$ cat config.mk
export PLATFORM = sky130hd
export DESIGN_NAME = anneal_sched
export DESIGN_NICKNAME = d
export VERILOG_FILES = /design/src/rtl/anneal_pkg.sv /design/src/rtl/sched_iter_cnt.sv /design/src/rtl/anneal_sched.sv
export SDC_FILE = /design/constraint.sdc
export NUM_CORES = 1
export LEC_CHECK = 0
export BUFFER_PORTS_ARGS = -buffer_cell sky130_fd_sc_hd__buf_2
export CAP_MARGIN = 20
export CORE_ASPECT_RATIO = 1.1
export CORE_MARGIN = 4
export CORE_UTILIZATION = 54
export DETAILED_ROUTE_END_ITERATION = 8
export GPL_TIMING_DRIVEN = 0
export PLACE_DENSITY = 0.87
export REMOVE_ABC_BUFFERS = 1
export SETUP_SLACK_MARGIN = 0.02
export SLEW_MARGIN = 40
export SYNTH_ARGS = -nofsm -noshare
export SYNTH_HDL_FRONTEND = slang
export SYNTH_SLANG_ARGS = --single-unit
$ cat constraint.sdc
create_clock -name clk -period 2.4 [get_ports clk]
set_clock_uncertainty 0.2 [all_clocks]
set_input_delay 0.24 -clock clk [delete_from_list [all_inputs] [get_ports clk]]
set_output_delay 0.24 -clock clk [all_outputs]
set_load 0.05 [all_outputs]
$ cat src/rtl/anneal_pkg.sv
// anneal_pkg: shared phase width, phase type and terminal phase for the schedule and the run controller
package anneal_pkg;
    localparam int STEP_W = 4;
    typedef logic [STEP_W-1:0] step_t;
    localparam step_t LAST_STEP = 4'd10;
endpackage

$ cat src/rtl/sched_iter_cnt.sv
// sched_iter_cnt: iteration counter 0..CYCLES_PER_STEP-1 that advances while en && !freeze.
// Ports: clk, rst_sys (sync, active-high), en, freeze; at_zero (iter==0, ANNEAL_RUNTIME_CFG_EN only);
// wrap (combinational, high on the enabled cycle whose edge returns iter to 0).
module sched_iter_cnt #(
    parameter int CYCLES_PER_STEP = 100
) (
    input  logic clk,
    input  logic rst_sys,
    input  logic en,
    input  logic freeze,
`ifdef ANNEAL_RUNTIME_CFG_EN
    output logic at_zero,
`endif
    output logic wrap
);
    localparam int CW = CYCLES_PER_STEP > 1 ? $clog2(CYCLES_PER_STEP) : 1;
    localparam logic [CW-1:0] LAST = CW'(CYCLES_PER_STEP - 1);
    logic [CW-1:0] iter;
    logic run;
    assign run  = en && !freeze;
    assign wrap = run && iter == LAST;
`ifdef ANNEAL_RUNTIME_CFG_EN
    assign at_zero = iter == '0;
`endif
    always_ff @(posedge clk) begin
        if (rst_sys)
            iter <= '0;
        else if (run)
            iter <= wrap ? '0 : iter + 1'b1;
    end
endmodule

$ cat src/rtl/anneal_sched.sv
// anneal_sched: annealing schedule generator stepping phase 0..10 with per-phase i0 (noise) and q (coupling).
// Ports: clk, rst_sys (sync, active-high), comp_enable (advance while high);
// state_signal (phase), i0, q, step_tick (pulse with each new phase), sched_done (phase == LAST_STEP).
// Macro ANNEAL_RUNTIME_CFG_EN adds cfg_i0_init, cfg_i0_dec, cfg_q_inc, latched while idle at phase 0 / iter 0.
module anneal_sched
    import anneal_pkg::*;
#(
    parameter int              CYCLES_PER_STEP = 100,
    parameter int              I0_W            = 8,
    parameter int              Q_W             = 8,
    parameter logic [I0_W-1:0] I0_INIT         = 8'd200,
    parameter logic [I0_W-1:0] I0_DEC          = 8'd20,
    parameter logic [Q_W-1:0]  Q_INIT          = 8'd0,
    parameter logic [Q_W-1:0]  Q_INC           = 8'd3
) (
    input  logic            clk,
    input  logic            rst_sys,
    input  logic            comp_enable,
`ifdef ANNEAL_RUNTIME_CFG_EN
    input  logic [I0_W-1:0] cfg_i0_init,
    input  logic [I0_W-1:0] cfg_i0_dec,
    input  logic [Q_W-1:0]  cfg_q_inc,
`endif
    output step_t           state_signal,
    output logic [I0_W-1:0] i0,
    output logic [Q_W-1:0]  q,
    output logic            step_tick,
    output logic            sched_done
);
    logic            adv;
    logic            freeze;
    logic [I0_W-1:0] i0_dec_v;
    logic [Q_W-1:0]  q_inc_v;
    logic [I0_W-1:0] i0_nxt;
    logic [Q_W:0]    q_sum;
    logic [Q_W-1:0]  q_nxt;

    assign freeze     = state_signal == LAST_STEP;
    assign sched_done = freeze;

`ifdef ANNEAL_RUNTIME_CFG_EN
    logic            at_zero;
    logic            cfg_load;
    logic [I0_W-1:0] i0_dec_r;
    logic [Q_W-1:0]  q_inc_r;
    // Only an idle schedule sitting at its very start may be reconfigured.
    assign cfg_load = !comp_enable && state_signal == '0 && at_zero;
    assign i0_dec_v = i0_dec_r;
    assign q_inc_v  = q_inc_r;
    always_ff @(posedge clk) begin
        if (rst_sys) begin
            i0_dec_r <= I0_DEC;
            q_inc_r  <= Q_INC;
        end else if (cfg_load) begin
            i0_dec_r <= cfg_i0_dec;
            q_inc_r  <= cfg_q_inc;
        end
    end
`else
    assign i0_dec_v = I0_DEC;
    assign q_inc_v  = Q_INC;
`endif

    sched_iter_cnt #(.CYCLES_PER_STEP(CYCLES_PER_STEP)) u_cnt (
        .clk    (clk),
        .rst_sys(rst_sys),
        .en     (comp_enable),
        .freeze (freeze),
`ifdef ANNEAL_RUNTIME_CFG_EN
        .at_zero(at_zero),
`endif
        .wrap   (adv)
    );

    // One extra bit on both sides keeps the floor/ceiling checks free of wrap-around.
    always_comb begin
        i0_nxt = ({1'b0, i0} >= {1'b0, i0_dec_v}) ? i0 - i0_dec_v : '0;
        q_sum  = {1'b0, q} + {1'b0, q_inc_v};
        q_nxt  = q_sum[Q_W] ? '1 : q_sum[Q_W-1:0];
    end

    always_ff @(posedge clk) begin
        if (rst_sys) begin
            state_signal <= '0;
            i0           <= I0_INIT;
            q            <= Q_INIT;
            step_tick    <= 1'b0;
        end else begin
            step_tick <= adv;
            if (adv) begin
                state_signal <= state_signal + 1'b1;
                i0           <= i0_nxt;
                q            <= q_nxt;
            end
`ifdef ANNEAL_RUNTIME_CFG_EN
            else if (cfg_load)
                i0 <= cfg_i0_init;
`endif
        end
    end
endmodule

==> flow_summary.yaml <==
synthesis:
  ys_ff_latch: 26
  yosysTopAreaCell: "dfxtp_1"
  yosys.area.top_type_share_pct: 39.1
  synth_edf_count: 0
  synth_common_cells: "dfxtp_1 (26), nor2_1 (14), nor3_1 (11)"
  synth.most_common_cell: "dfxtp_1"
  yosys.cell_types.count: 44
  synth_async_sr_flop_share_pct: 0
  synth_seq_area_share_pct: 39.1
  syn_inst: 155
  syn_avg_cell_area_um2: 8.58
  ys_top_cells_by_area: "dfxtp_1 (39%), ha_1 (5.6%), nor3_1 (4.1%), nor2_1 (4.0%), xor2_1 (4.0%)"
  syn_area_mm2: 0.00133
  ys_warn_count: 0
  synth_flop_cell: "dfxtp_1"
worst_setup_path:
  cpMaxStageDelayCell: "or4_1"
  cpLargestDelayFamily: "simple AND/OR/NAND/NOR gates"
  worstPathCellList: "inv_1, ha_1, nand3b_1, buf_4, nand3_4, or4_1, a21oi_1"
  slowest_delay_ps: 560
  worst-setup-path-type: "reg -> reg"
  critPathLaunchType: "flip-flop"
  crit_path_end_kind: "flip-flop"
  path_max_fanout: 17
  cp.required_ps: 2460
  critPathBufInv: 2
  arrival_ps: 2200
sta:
  setup_viol: 0
  hold_violations: 0
  report.final.slew_viol_count: 0
  whs_ps: 41.5
  rsz0062_at_grt: "false"
  fin_tns_setup_ps: 0
  period_needed_ps: 2140
  period_share_pct: 89.1
  fmax_ghz: 0.468
min_path:
  hp-class: "in -> reg"
floorplan:
  die_h_um: 60.1
  ioPinCount: 25
  core_area_mm2: 0.00230
  start_util_pct: 57.9
  die_area_mm2: 0.00332
  core.rowCount: 18
  die_w_um: 55.3
final_layout:
  drive_gt1_share_pct: 20.2
  filler_cell_count: 205
  nNetsFinal: 188
  area_delta_synth_final_pct: 16.7
  regArea_um2: 520
  postLayoutCoreUtil_pct: 67.6
  diodes: 0
  multi_input_area_um2: 752
power:
  power_density_mw_per_mm2: 494
  ir_drop_v: 0.000344
  p_leak_nw: 0.604
flow_run:
  drv_cap: 0
route:
  drt_pass1_iterations: 5
  first_iter_violations: 39
  postRouteAntennaNets: 0
  drc: 0
  vias: 1221
  via_per_inst: 5.87
  wire_per_inst_um: 14.3
  routed_wl_mm: 2.98
clock_network:
  cts_tree: "yes"
  clock_latency_ps: 320
  h-tree-depth: 1
  cts_hold_buffers: 0
  cts_buffers: 3
  path_clk_slew_ps: 150
  clock_path_buffers: 2
  cts-root-buf: "clkbuf_4"
  numClockSinks: 26
global_route:
  antenna_found_initial: 0
  gr-usage-all-layers_pct: 18.3
  grt_max_degree: 29
  grt_pass1_vias: 1167
  grt_pass1_wl_mm: 4.94
  gr-total-overflow: 0
place:
  portBuffers: 22
  hpwlAfterDp_mm: 2.03
  gp_congestion: 0.858
outcome:
  status: "completed"
## placed cells by master, fill, tap and decap left out, types with 2 or more instances in the layout
master / count
or4_1: 2
xor2_1: 6
buf_2: 22
nand3b_1: 2
nand4_1: 4
nor3b_1: 3
o21ai_0: 4
nor4_1: 2
a21oi_1: 8
buf_4: 3
dfxtp_1: 26
nor3_1: 11
clkbuf_4: 3
nor2_1: 14
o31ai_1: 2
conb_1: 2
a211oi_1: 4
nand2_1: 7
inv_1: 10
a211o_1: 2
ha_1: 6
and3_1: 2
o21a_1: 2
nand3_1: 8
## tightest hold or removal path: cells and delay by family
kind / cells / cell delay, ps
AND/OR/NAND/NOR: 1 / 90
AO/OA/AOI/OAI: 1 / 60
buffers and inverters: 1 / 130
## power breakdown
| part | internal [mW] | leakage [nW] | total [mW] | switching [mW] |
|---|---|---|---|---|
| clock network | 0.169 | 0.0279 | 0.301 | 0.132 |
| registers | 0.435 | 0.210 | 0.438 | 0.00283 |
| logic | 0.00687 | 0.366 | 0.0273 | 0.0205 |
| total | 0.611 | 0.604 | 0.767 | 0.156 |
## logic make-up after synthesis
family                     synth area share (%)
other                                     0.282
xor gates and xnor gates                   4.61
adders and majority gates                  5.64
AOI/OAI and AO/OA                          15.7
muxes                                     0.753
DFF                                        39.1
and+or+nand+nor                            27.8
buffers and inverters                      6.02
## through the flow
stage / worst slack, ps / total power [mW] / cell area, µm² / cells
after CTS: -14.3 / 0.772 / 1540 / 206
final: 262 / 0.767 / 1550 / 208
after floorplan: -433 / 0.463 / 1290 / 148
after detailed placement: -246 / 0.475 / 1450 / 200
after global routing: 113 / 0.792 / 1550 / 208
after global placement: -214 / 0.473 / 1440 / 200
## worst paths after layout
kind                    from            end  slack, ps  cells after the start
max          state_signal[0]          i0[5]        260                      7
min              comp_enable  u_cnt.iter[1]         40                      3
max reg2reg  state_signal[0]          i0[5]        260                      7
min reg2reg            i0[7]          i0[7]        280                      2
## registers in the layout, summed over array words and instances, names as in the netlist
signal	cells
step_tick	1
i0	6
q	8
state_signal	4
u_cnt.iter	7
## timing repair
| action | CTS | global route |
|---|---|---|
| endpoints found under the setup margin | 10 | 10 |
| setup buffers | 2 | 2 |
| pin swaps | 1 | 0 |
| gates resized for setup | 2 | 0 |
## area by class of cell
class	count	share of cell area (%)
clock inverters	1	1.93
clock buffers	3	1.45
repair buffers	26	9.83
inverters	10	2.42
well taps	30	2.42
flip-flops and latches	26	33.5
multi-input cells	112	48.4
## layer usage
layer	part of all wire (%)	vias to the layer above	global-route usage (%)
li1	-	609	-
met1	44	578	20.8
met2	51	30	35.0
met3	4.2	4	2.38
met4	1.2	0	6.60
met5	0	-	0
(Power assumes the default switching activity.)
